## config.mk

```make
export PLATFORM = sky130hd
export DESIGN_NAME = qsfp_hdmi_link_sequencer
export DESIGN_NICKNAME = d
export VERILOG_FILES = /design/src/rtl/qsfp_link_pkg.sv /design/src/rtl/hpd_debouncer.sv /design/src/rtl/qsfp_hdmi_link_sequencer.sv
export SDC_FILE = /design/constraint.sdc
export NUM_CORES = 1
export LEC_CHECK = 0
export CAP_MARGIN = 30
export CORE_MARGIN = 4
export CORE_UTILIZATION = 33
export DETAILED_ROUTE_END_ITERATION = 16
export PLACE_DENSITY = 0.53
export SLEW_MARGIN = 25
export SYNTH_ARGS = -nofsm -noshare
export SYNTH_HDL_FRONTEND = slang
export SYNTH_SLANG_ARGS = --single-unit
```

## constraint.sdc

```tcl
create_clock -name system_clock -period 2.8 [get_ports system_clock]
set_clock_uncertainty 0.05 [all_clocks]
set_input_delay 0.42 -clock system_clock [delete_from_list [all_inputs] [get_ports system_clock]]
set_output_delay 0.42 -clock system_clock [all_outputs]
set_load 0.03 [all_outputs]
```

## src/rtl/qsfp_link_pkg.sv

```systemverilog
// Shared state encoding and counter sizing helpers for the QSFP-to-HDMI link sequencer.
package qsfp_link_pkg;

  localparam logic [3:0] ST_IDLE       = 4'd0;
  localparam logic [3:0] ST_HOLD_RESET = 4'd1;
  localparam logic [3:0] ST_SETTLE     = 4'd2;
  localparam logic [3:0] ST_CONFIG     = 4'd3;
  localparam logic [3:0] ST_BACKOFF    = 4'd4;
  localparam logic [3:0] ST_WAIT_TX    = 4'd5;
  localparam logic [3:0] ST_RUN        = 4'd6;
  localparam logic [3:0] ST_FAULT      = 4'd7;

  function automatic int max_int(input int a, input int b);
    return (a > b) ? a : b;
  endfunction

  // Bits needed for a down-counter that is loaded with (max_val - 1).
  function automatic int cnt_width(input int max_val);
    return ($clog2(max_val) < 1) ? 1 : $clog2(max_val);
  endfunction

endpackage

```

## src/rtl/hpd_debouncer.sv

```systemverilog
// Two-flop synchronizer followed by an asymmetric hold-off filter:
// long qualification on rise, shorter on fall.
module hpd_debouncer
  import qsfp_link_pkg::*;
#(
  parameter int DEBOUNCE_CYCLES = 2_000_000,
  parameter int LOSS_CYCLES     = 200_000
) (
  input  logic clk,
  input  logic rst,
  input  logic raw,
  output logic stable
);

  localparam int CW = cnt_width(max_int(DEBOUNCE_CYCLES, LOSS_CYCLES));
  localparam logic [CW-1:0] RISE_LOAD = CW'(DEBOUNCE_CYCLES - 1);
  localparam logic [CW-1:0] FALL_LOAD = CW'(LOSS_CYCLES - 1);

  logic          meta;
  logic          sync;
  logic [CW-1:0] cnt;

  always_ff @(posedge clk) begin
    if (rst) begin
      meta   <= 1'b0;
      sync   <= 1'b0;
      stable <= 1'b0;
      cnt    <= RISE_LOAD;
    end else begin
      meta <= raw;
      sync <= meta;
      // Any sample that agrees with the filtered level restarts the window.
      if (sync == stable) begin
        cnt <= stable ? FALL_LOAD : RISE_LOAD;
      end else if (cnt == '0) begin
        stable <= sync;
        cnt    <= sync ? FALL_LOAD : RISE_LOAD;
      end else begin
        cnt <= cnt - CW'(1);
      end
    end
  end

endmodule

```

## src/rtl/qsfp_hdmi_link_sequencer.sv

```systemverilog
// Per-port QSFP-to-HDMI bring-up: hot-plug qualify, module reset, settle,
// config handshake with retry/backoff, TX-ready gating, LEDs and teardown.
module qsfp_hdmi_link_sequencer
  import qsfp_link_pkg::*;
#(
  parameter int DEBOUNCE_CYCLES       = 2_000_000,
  parameter int LOSS_CYCLES           = 200_000,
  parameter int RESET_HOLD_CYCLES     = 400_000,
  parameter int SETTLE_CYCLES         = 40_000_000,
  parameter int CONFIG_TIMEOUT_CYCLES = 20_000_000,
  parameter int BACKOFF_CYCLES        = 20_000_000,
  parameter int RETRY_LIMIT           = 3,
  parameter int BLINK_HALF_CYCLES     = 50_000_000
) (
  input  logic       system_clock,
  input  logic       system_reset,
  input  logic       hpd_raw,
  input  logic       tx_ready,
  input  logic       config_done,
  input  logic       config_error,
  output logic       config_start,
  output logic       module_resetl,
  output logic       video_enable,
  output logic       led_y,
  output logic       led_g,
  output logic       fault,
  output logic [3:0] state
);

  localparam int TW = cnt_width(max_int(max_int(RESET_HOLD_CYCLES, SETTLE_CYCLES),
                                        max_int(CONFIG_TIMEOUT_CYCLES, BACKOFF_CYCLES)));
  localparam int RW = cnt_width(RETRY_LIMIT + 1);
  localparam int BW = cnt_width(BLINK_HALF_CYCLES);

  logic          hpd_stable;
  logic          tx_meta;
  logic          tx_sync;
  logic [3:0]    nstate;
  logic [TW-1:0] timer;
  logic [TW-1:0] reload_val;
  logic [RW-1:0] retry_cnt;
  logic          cfg_fail;
  logic [BW-1:0] presc;
  logic          blink;

  hpd_debouncer #(
    .DEBOUNCE_CYCLES (DEBOUNCE_CYCLES),
    .LOSS_CYCLES     (LOSS_CYCLES)
  ) u_hpd (
    .clk    (system_clock),
    .rst    (system_reset),
    .raw    (hpd_raw),
    .stable (hpd_stable)
  );

  always_ff @(posedge system_clock) begin
    if (system_reset) begin
      tx_meta <= 1'b0;
      tx_sync <= 1'b0;
    end else begin
      tx_meta <= tx_ready;
      tx_sync <= tx_meta;
    end
  end

  // Watchdog expiry and NACK are treated the same way.
  assign cfg_fail = (state == ST_CONFIG) && (config_error || (timer == '0));

  always_comb begin
    nstate = state;
    if ((state != ST_IDLE) && !hpd_stable) begin
      nstate = ST_IDLE;
    end else begin
      case (state)
        ST_IDLE:       if (hpd_stable)    nstate = ST_HOLD_RESET;
        ST_HOLD_RESET: if (timer == '0)   nstate = ST_SETTLE;
        ST_SETTLE:     if (timer == '0)   nstate = ST_CONFIG;
        ST_CONFIG: begin
          if (cfg_fail)
            nstate = (retry_cnt == RW'(RETRY_LIMIT - 1)) ? ST_FAULT : ST_BACKOFF;
          else if (config_done)
            nstate = ST_WAIT_TX;
        end
        ST_BACKOFF:    if (timer == '0)   nstate = ST_CONFIG;
        ST_WAIT_TX:    if (tx_sync)       nstate = ST_RUN;
        ST_RUN:        if (!tx_sync)      nstate = ST_WAIT_TX;
        ST_FAULT:                         nstate = ST_FAULT;
        default:                          nstate = ST_IDLE;
      endcase
    end
  end

  always_comb begin
    reload_val = '0;
    case (nstate)
      ST_HOLD_RESET: reload_val = TW'(RESET_HOLD_CYCLES - 1);
      ST_SETTLE:     reload_val = TW'(SETTLE_CYCLES - 1);
      ST_CONFIG:     reload_val = TW'(CONFIG_TIMEOUT_CYCLES - 1);
      ST_BACKOFF:    reload_val = TW'(BACKOFF_CYCLES - 1);
      default:       reload_val = '0;
    endcase
  end

  always_ff @(posedge system_clock) begin
    if (system_reset) begin
      presc <= BW'(BLINK_HALF_CYCLES - 1);
      blink <= 1'b0;
    end else if (presc == '0) begin
      presc <= BW'(BLINK_HALF_CYCLES - 1);
      blink <= ~blink;
    end else begin
      presc <= presc - BW'(1);
    end
  end

  // Outputs are registered from the next state so they line up with state.
  always_ff @(posedge system_clock) begin
    if (system_reset) begin
      state         <= ST_IDLE;
      timer         <= '0;
      retry_cnt     <= '0;
      config_start  <= 1'b0;
      module_resetl <= 1'b0;
      video_enable  <= 1'b0;
      led_y         <= 1'b0;
      led_g         <= 1'b0;
      fault         <= 1'b0;
    end else begin
      state <= nstate;
      if (nstate != state)
        timer <= reload_val;
      else if (timer != '0)
        timer <= timer - TW'(1);

      if (nstate == ST_IDLE)
        retry_cnt <= '0;
      else if (cfg_fail)
        retry_cnt <= retry_cnt + RW'(1);

      config_start  <= (nstate == ST_CONFIG) && (state != ST_CONFIG);
      module_resetl <= !((nstate == ST_IDLE) || (nstate == ST_HOLD_RESET));
      video_enable  <= (nstate == ST_RUN);
      led_g         <= (nstate == ST_RUN);
      fault         <= (nstate == ST_FAULT);
      led_y         <= (nstate == ST_FAULT) ? blink : (hpd_stable && (nstate != ST_RUN));
    end
  end

endmodule

```

==> results.toml, run 1 <==
[global_route]
grt_max_degree = 20
antenna_found_initial = 0
overflow = 0
grt_pass1_wl_um = 17200
grt_pass1_vias = 3600
grt_usage = 0.133

[finish]
fillers = 1291
n_antenna_cell = 0
layout.cells.non_filler = 759
seq_area_um2 = 1810
fin_nets = 589
post-route-util = 0.427
drive_gt1_frac = 0.220
area_delta_synth_final_pct = 26.5
multi_input_comb_area_um2 = 2620

[pwr]
p_clk_frac = 0.395
max-vdd-ir-drop_uv = 323
p_leak_uw = 0.00209
intPower_uw = 2480
p_switching_uw = 883
switching_share = 0.263
power.total_uw = 3360
combPwrFrac = 0.195
p_seq_frac = 0.410
power_density_nw_per_um2 = 594

[sta]
slew_headroom = 0.544
post-route-period-util = 1.04
fin_ws_ns = -0.102
tightestPinTransition_ns = 0.684
setup_viol = 15
rsz0062_at_grt = "yes"
fin_crit_ns = 2.90
fmax_mhz = 345
slew_violations = 0
hold_viol = 0

[clocking]
numCtsBuffers = 9
clock_latency_ns = 0.34
path_clk_slew_ns = 0.06
cts_sinks = 90
cts_tree = "done"
ctsHoldBuffers = 0
cts_max_path_buffers = 2
cts-root-buf = "clkbuf_16"
cts-htree-levels = 3

[outcome]
violations = "negative setup slack"
outcome = "complete, but fails checks"

[placed_design]
portBuffers = 15
placed_cells = 736
hpwlAfterDp_um = 7280
place_congestion = 0.897
dp_slack_ns = -0.187

[critical_path]
worstPathRequired_ns = 3.02
worstPathArrival_ns = 3.12
cp-start-kind = "flip-flop"
worstSetupPathType = "flip-flop to flip-flop"
crit_fanout = 5
cp-end-kind = "flip-flop"

[routing]
wl_met3_um = 355
first_pass_iters = 4
drtAntennaViolNets = 0
drc = 0
m1WireLength_um = 5030
dr_total_vias = 3796
viasPerCell = 5.00
route.met2.wl_um = 4710
top_layer = "met4"
routedWlPerCell_um = 13.4
routed_wirelength_um = 10200
drt_iter0_drc = 273

[logic_synthesis]
avgSynthCellArea_um2 = 8.76
synth_nets = 521
ys_warn_count = 0
yosysSeqAreaShare = 0.403
synth_seq_cells = 90
synthFlopType = "dfxtp_1"
synth_area_leader_cell = "dfxtp_1"
synth_edf_count = 0
synth-async-reset-ratio = 0
synth.most_common_cell = "dfxtp_1"
ys_types = 77
synth_common_cells = "90 x dfxtp_1, 60 x nand2_1, 54 x nor2_1"
synth_top_area_share = 0.403
netlist_instances = 510
synth_area_leaders = "dfxtp_1 40%, xnor2_1 6.5%, nand2_1 5.0%"
netlist_area_um2 = 4470

[floorplanning]
fp.dieW_um = 124
rows = 42
core-area_um2 = 13200
die_y_um = 124
die-area_um2 = 15500
initial_utilization = 0.337
ios = 16

[worst_hold_path]
min_path_type = "flip-flop to flip-flop"

[job]
maxCapViolations = 0
## path summary, 6_finish.rpt
kind,startpoint,end,slack [ns],cells past startpoint
worst max-delay path,timer[17],timer[24],-0.10,8
worst min-delay path,u_hpd.cnt[0],u_hpd.cnt[0],0.35,1
worst max register to register,timer[17],timer[24],-0.10,8
worst min register to register,u_hpd.cnt[0],u_hpd.cnt[0],0.35,1
## repair_timing
action / CTS / global route
hold endpoints to repair: 0 / 0
gates resized for setup: 3 / 29
pin swaps: 4 / 6
endpoints found under the setup margin: 30 / 46
buffers inserted: 4 / 3
## worst max-delay path, stage by stage, from the launching register on
cell     delay, ns
dfxtp_2       0.32
or4_4         0.56
or4_4         0.54
o22ai_4       0.17
nand3_2       0.10
a31o_4        0.25
mux2_4        0.29
or4_4         0.46
o21ai_1       0.10
## metrics by stage
stage	instance area, um^2	hold slack (ns)	setup TNS, ns
2_1_floorplan	4500	0.321	-0.0258
3_3_place_gp	5140	0.332	-0.420
3_5_place_dp	5140	0.339	-2.16
4_1_cts	5510	0.353	-0.409
5_1_grt	5650	0.368	-2.56
6_report	5650	0.351	-0.826
## power groups by stage
stage	Sequential, uW	Clock [uW]	Combinational, uW
finish	1380	1330	654
global route	1390	1430	722
CTS	1380	1380	618
detailed placement	1400	0	595
global placement	1400	0	589
floorplan	1400	0	408
## logic make-up (layout without fill, tap and decap cells)
kind of cell | after synthesis | count (layout) | synth area share
compound gates | 86 | 86 | 0.135
xor+xnor | 58 | 58 | 0.114
fa+ha+maj | 5 | 5 | 0.0140
buf+inv | 31 | 104 | 0.0398
flops | 90 | 90 | 0.403
mux | 3 | 3 | 0.00784
other cells | 1 | 1 | 0.000839
simple gates | 236 | 236 | 0.286
## registers in the layout (all words and copies together) (netlist names), 2 cells and up
register   flops
retry_cnt      2
u_hpd.cnt     21
presc         26
timer         26
state          4
## cell type report
class,instances,share of cell area
multi-input combinational,389,0.463
sequential,90,0.320
timing repair buffer,76,0.111
clock buffer,12,0.0454
tap,176,0.0389
clock inverter,4,0.0131
inverter,12,0.00797
## placed cells by master, fill, tap and decap left out, types with 3 or more instances in the layout
cell             count
a31oi_1              3
xor2_1              25
or4_4                5
o21ai_1              8
nor4_1              15
nand3_2              3
a211oi_1             6
dfxtp_1             84
o211ai_1             3
nor3_1              19
nor4_2               4
xnor2_1             33
a21o_1               3
nand2b_1             3
clkbuf_16            9
nor2_1              54
o21ai_0             12
a21oi_1             17
nor3_4               3
inv_1               12
ha_1                 5
nor2b_1              7
nand2_1             59
buf_4               57
clkdlybuf4s50_1     15
nand3b_1             3
dfxtp_2              6
or3_1               11
nand3_1             15
## routing by layer
layer | global-route usage | vias to the layer above
met3 | 0.0369 | 11
met1 | 0.176 | 1770
li1 | - | 1951
met5 | 0 | -
met2 | 0.209 | 64
met4 | 0.0458 | 0
Power figures use the tool's default switching activity.
==> run 2: changes to the inputs <==
CTS_CLUSTER_SIZE = 30   (was not set)
HOLD_SLACK_MARGIN = 0.12   (was not set)
PLACE_DENSITY = 0.51   (was 0.53)
clock period = 3.4 ns   (was 2.8 ns; I/O delays follow)
==> results.toml, run 2 (synthesized netlist as in run 1, its figures left out) <==
[critical_path]
cp-start-kind = "flip-flop"
ff2ff_setup_slack_ns = 0.27
worstPathArrival_ns = 3.35
cp-end-kind = "flip-flop"
worstSetupPathType = "flip-flop to flip-flop"
reg2reg_depth = 8
r2r_end = "timer[24]"
worstPathRequired_ns = 3.61
crit_fanout = 8
reg2reg_from = "timer[21]"

[sta]
rsz0062_at_grt = "no"
fmax_mhz = 319
hold_viol = 0
tightestPinTransition_ns = 0.646
setup_viol = 0
post-route-period-util = 0.922
slew_violations = 0
fin_crit_ns = 3.13
fin_tns_setup_ns = 0
holdWs_ns = 0.357
slew_headroom = 0.568
fin_ws_ns = 0.266

[placed_design]
dp_slack_ns = 0.301
placed_cell_area_um2 = 4820
portBuffers = 15
hpwlAfterDp_um = 7010
place_congestion = 0.844
placed_cells = 698

[finish]
fin_nets = 544
drive_gt1_frac = 0.108
area_delta_synth_final_pct = 15.5
n_antenna_cell = 0
fillers = 1374
seq_area_um2 = 1800
layout_common_cells = "90 x dfxtp_1, 60 x nand2_1, 54 x nor2_1"
layout.cells.non_filler = 714
largest_registers = "presc (26), timer (26), u_hpd.cnt (21)"
multi_input_comb_area_um2 = 2490
layout_commonest_cell = "dfxtp_1"
fin_area_um2 = 5160

[worst_hold_path]
holdCritStartpoint = "u_hpd.cnt[0]"
holdPathStages = 1
min_path_type = "flip-flop to flip-flop"
min_to = "u_hpd.cnt[0]"

[global_route]
grt_usage = 0.133
overflow = 0
antenna_found_initial = 0
grt_pass1_wl_um = 17400
grt_max_degree = 19
grt_pass1_vias = 3615

[clocking]
cts-root-buf = "clkbuf_16"
cts_max_path_buffers = 2
post-cts-setup-buffers = 0
cts_sinks = 90
path_clk_slew_ns = 0.06
ctsHoldBuffers = 0
clock_latency_ns = 0.35
cts_tree = "done"
cts-htree-levels = 3
numCtsBuffers = 9
cts-resized-gates = 0

[floorplanning]
initial_utilization = 0.337
die-area_um2 = 15500
ios = 16
rows = 42
core-area_um2 = 13200
fp.dieW_um = 124
die_y_um = 124

[outcome]
outcome = "completed"

[routing]
routed_wirelength_um = 9820
dr_total_vias = 3675
drtAntennaViolNets = 0
drt_iter0_drc = 292
viasPerCell = 5.15
first_pass_iters = 4
drc = 0
routedWlPerCell_um = 13.7

[job]
maxCapViolations = 0

[pwr]
switching_share = 0.264
p_clk_frac = 0.416
max-vdd-ir-drop_uv = 260
p_seq_frac = 0.428
p_switching_uw = 707
intPower_uw = 1970
combPwrFrac = 0.156
power_density_nw_per_um2 = 518
p_leak_uw = 0.00180
## run 2: cell types whose count changed in the layout (fill, tap and decap cells not counted), sizes merged
cell,previous run,this run
buf,60,16
clkbuf,13,11
clkinv,2,0
clkinvlp,0,2
inv,12,13
## run 2: power groups by stage
stage / combinational (uW) / sequential (uW) / clock, uW
2_1_floorplan: 327 / 1160 / 0
3_3_place_gp: 415 / 1170 / 0
3_5_place_dp: 415 / 1170 / 0
4_1_cts: 418 / 1140 / 1150
5_1_grt: 466 / 1150 / 1190
6_report: 418 / 1140 / 1110
## run 2: worst max path at each step
stage                  from       endpoint
6_report          timer[21]      timer[24]
5_1_grt        u_hpd.cnt[8]  u_hpd.cnt[15]
4_1_cts           timer[21]      timer[24]
3_5_place_dp      timer[21]      timer[24]
3_3_place_gp      timer[21]      timer[10]
2_1_floorplan      state[0]      timer[24]
## run 2: routing by layer
metal  GRT usage  wire [um]  vias to the layer above
li1            -          -                     1864
met1       0.179       4990                     1734
met2       0.203       4320                       61
met3      0.0433        321                       16
met4      0.0432        182                        0
met5           0          0                        -
## run 2: per-stage QoR
stage	utilization	power, uW
floorplan	-	1480
global placement	0.364	1580
detailed placement	0.364	1580
CTS	0.390	2710
global route	0.390	2810
finish	0.390	2670
## run 2: cell type report
| type | instances | area share |
|---|---|---|
| multi-input combinational | 389 | 0.482 |
| sequential | 90 | 0.349 |
| timing repair buffer | 31 | 0.0519 |
| clock buffer | 11 | 0.0490 |
| tap | 176 | 0.0427 |
| clock inverter | 5 | 0.0162 |
| inverter | 12 | 0.00873 |
## run 2: worst max-delay path, cell delays in order (launching register included)
cell	delay [ns]
dfxtp_1	0.36
or4_4	0.59
nor4_4	0.34
a21oi_2	0.19
o21ai_0	0.40
a31o_4	0.27
mux2_4	0.30
or4_4	0.47
o21ai_0	0.10
==> run 3: changes to the inputs <==
SYNTH_HIERARCHICAL = 1   (was not set)
==> results.toml, run 3 <==
[sta]
hold_viol = 0
setup_viol = 0
fin_crit_ns = 3.12
fmax_mhz = 320
rsz0062_at_grt = "no"
post-route-period-util = 0.918
fin_tns_setup_ns = 0
slew_violations = 0
slew_headroom = 0.530
fin_ws_ns = 0.279
tightestPinTransition_ns = 0.701

[global_route]
grt_util_met1 = 0.185
grtUsageMet3 = 0.0288
grt_max_degree = 18
busiest_layer = "met2"
grt_pass1_wl_um = 17300
antenna_found_initial = 0
use_met2 = 0.199
overflow = 0
grt_pass1_vias = 3559
grt_usage = 0.133

[critical_path]
worstPathRequired_ns = 3.56
worstSetupPathType = "flip-flop to flip-flop"
cp-start-kind = "flip-flop"
slowest_delay_ns = 0.59
reg2reg_depth = 10
crit_fanout = 12
slowest_stage = "a211oi_4"
worstPathArrival_ns = 3.29
cp-end-kind = "flip-flop"
path_cells = "inv_1, ha_1, nor3b_2, nand4b_1, o21ba_2, mux2i_2, nor3b_1, a211oi_4, a31o_1, a21oi_1"

[logic_synthesis]
ys_types = 70
synth_seq_cells = 90
synth_nets = 545
synth_common_cells = "90 x dfxtp_1, 56 x nor2_1, 54 x nand2_1"
netlist_area_um2 = 4570
synth_edf_count = 0
synth.most_common_cell = "dfxtp_1"
synth_area_leader_cell = "dfxtp_1"
synth_top_area_share = 0.394
synth_area_leaders = "dfxtp_1 39%, xnor2_1 6.5%, xor2_1 5.9%"
synth-async-reset-ratio = 0
ys_warn_count = 6
yosysSeqAreaShare = 0.394
synthFlopType = "dfxtp_1"
avgSynthCellArea_um2 = 8.57
netlist_instances = 534

[pwr]
p_switching_uw = 1280
power_density_nw_per_um2 = 692
max-vdd-ir-drop_uv = 278
p_seq_frac = 0.364
switching_share = 0.356
intPower_uw = 2320
combPwrFrac = 0.330
p_clk_frac = 0.307
p_leak_uw = 0.00186

[job]
maxCapViolations = 0

[finish]
seq_area_um2 = 1800
n_antenna_cell = 0
multi_input_comb_area_um2 = 2610
largest_registers = "presc (26), timer (26), u_hpd/cnt (21)"
fin_area_um2 = 5210
area_delta_synth_final_pct = 13.9
layout.cells.non_filler = 723
layout_commonest_cell = "dfxtp_1"
fillers = 1342
drive_gt1_frac = 0.0914
fin_nets = 553
layout_common_cells = "90 x dfxtp_1, 56 x nor2_1, 54 x nand2_1"

[floorplanning]
die-area_um2 = 15800
die_y_um = 126
core-area_um2 = 13400
initial_utilization = 0.341
fp.dieW_um = 126
ios = 16
rows = 42

[outcome]
outcome = "completed"

[placed_design]
hpwlAfterDp_um = 7400
portBuffers = 15
place_congestion = 0.860
placed_cell_area_um2 = 4860
placed_cells = 706
dp_slack_ns = 0.325

[routing]
routed_wirelength_um = 10300
routedWlPerCell_um = 14.2
drc = 0
drtAntennaViolNets = 0
dr_total_vias = 3731
viasPerCell = 5.16
drt_iter0_drc = 308
first_pass_iters = 4

[clocking]
cts_tree = "done"
cts_sinks = 90
cts_max_path_buffers = 2
clock_latency_ns = 0.35
numCtsBuffers = 9
cts-htree-levels = 3
cts-root-buf = "clkbuf_16"
path_clk_slew_ns = 0.07

[worst_hold_path]
holdPathStages = 1
min_path_type = "flip-flop to flip-flop"
==> run 3: metal layers <==
layer / share of wire / vias to the layer above / routed length (um)
met1: 0.51 / 1761 / 5240
met3: 0.033 / 19 / 340
met5: 0 / - / 0
li1: - / 1895 / -
met4: 0.025 / 0 / 254
met2: 0.43 / 56 / 4430
==> run 3: layout make-up <==
cell class / instances / share of cell area
Clock buffer: 10 / 0.0459
Clock inverter: 6 / 0.0183
Inverter: 14 / 0.0101
Multi-Input combinational cell: 406 / 0.501
Sequential cell: 90 / 0.346
Tap cell: 176 / 0.0423
Timing Repair Buffer: 21 / 0.0370
==> run 3: cell families after synthesis <==
group	count (synthesis)	share of synthesized area
AND/OR/NAND/NOR	248	0.296
adder cells (fa/ha/maj)	6	0.0159
multiplexers	1	0.00301
flip-flops	90	0.394
other	1	0.000820
AO/OA/AOI/OAI	85	0.129
buffers and inverters	38	0.0377
XOR/XNOR	65	0.124
==> run 3: worst paths after layout <==
kind	start	to	slack, ns
setup / recovery	timer[0]	timer[5]	0.28
hold / removal	u_hpd/cnt[0]	u_hpd/cnt[0]	0.35
setup reg to reg	timer[0]	timer[5]	0.28
hold reg to reg	u_hpd/cnt[0]	u_hpd/cnt[0]	0.35
==> run 3: repair_timing <==
item | 4_1_cts | 5_1_grt
hold buffers | 0 | 0
setup buffers | 0 | 0
endpoints found under the setup margin | 0 | 21
resized for setup | 0 | 1
==> run 3: metrics by stage <==
step	util	total power (uW)	hold slack [ns]
after floorplan	-	2270	0.321
after global placement	0.363	2500	0.332
after CTS	0.388	3630	0.362
after global routing	0.389	3820	0.386
after detailed placement	0.363	2500	0.348
final	0.389	3600	0.355
==> run 3: worst max-delay path, delay by kind of cell, from the launching register on <==
family,cells,cell delay (ns)
AO/OA/AOI/OAI,4,1.40
adder cells (fa/ha/maj),1,0.21
buffers and inverters,1,0.09
flip-flops,1,0.32
multiplexers,1,0.21
AND/OR/NAND/NOR,3,0.72
==> run 3: power by group through the flow <==
stage / clock, uW / combinational [uW] / sequential (uW)
2_1_floorplan: 0 / 970 / 1300
3_3_place_gp: 0 / 1170 / 1330
3_5_place_dp: 0 / 1170 / 1330
4_1_cts: 1140 / 1180 / 1310
5_1_grt: 1180 / 1310 / 1330
6_report: 1110 / 1190 / 1310
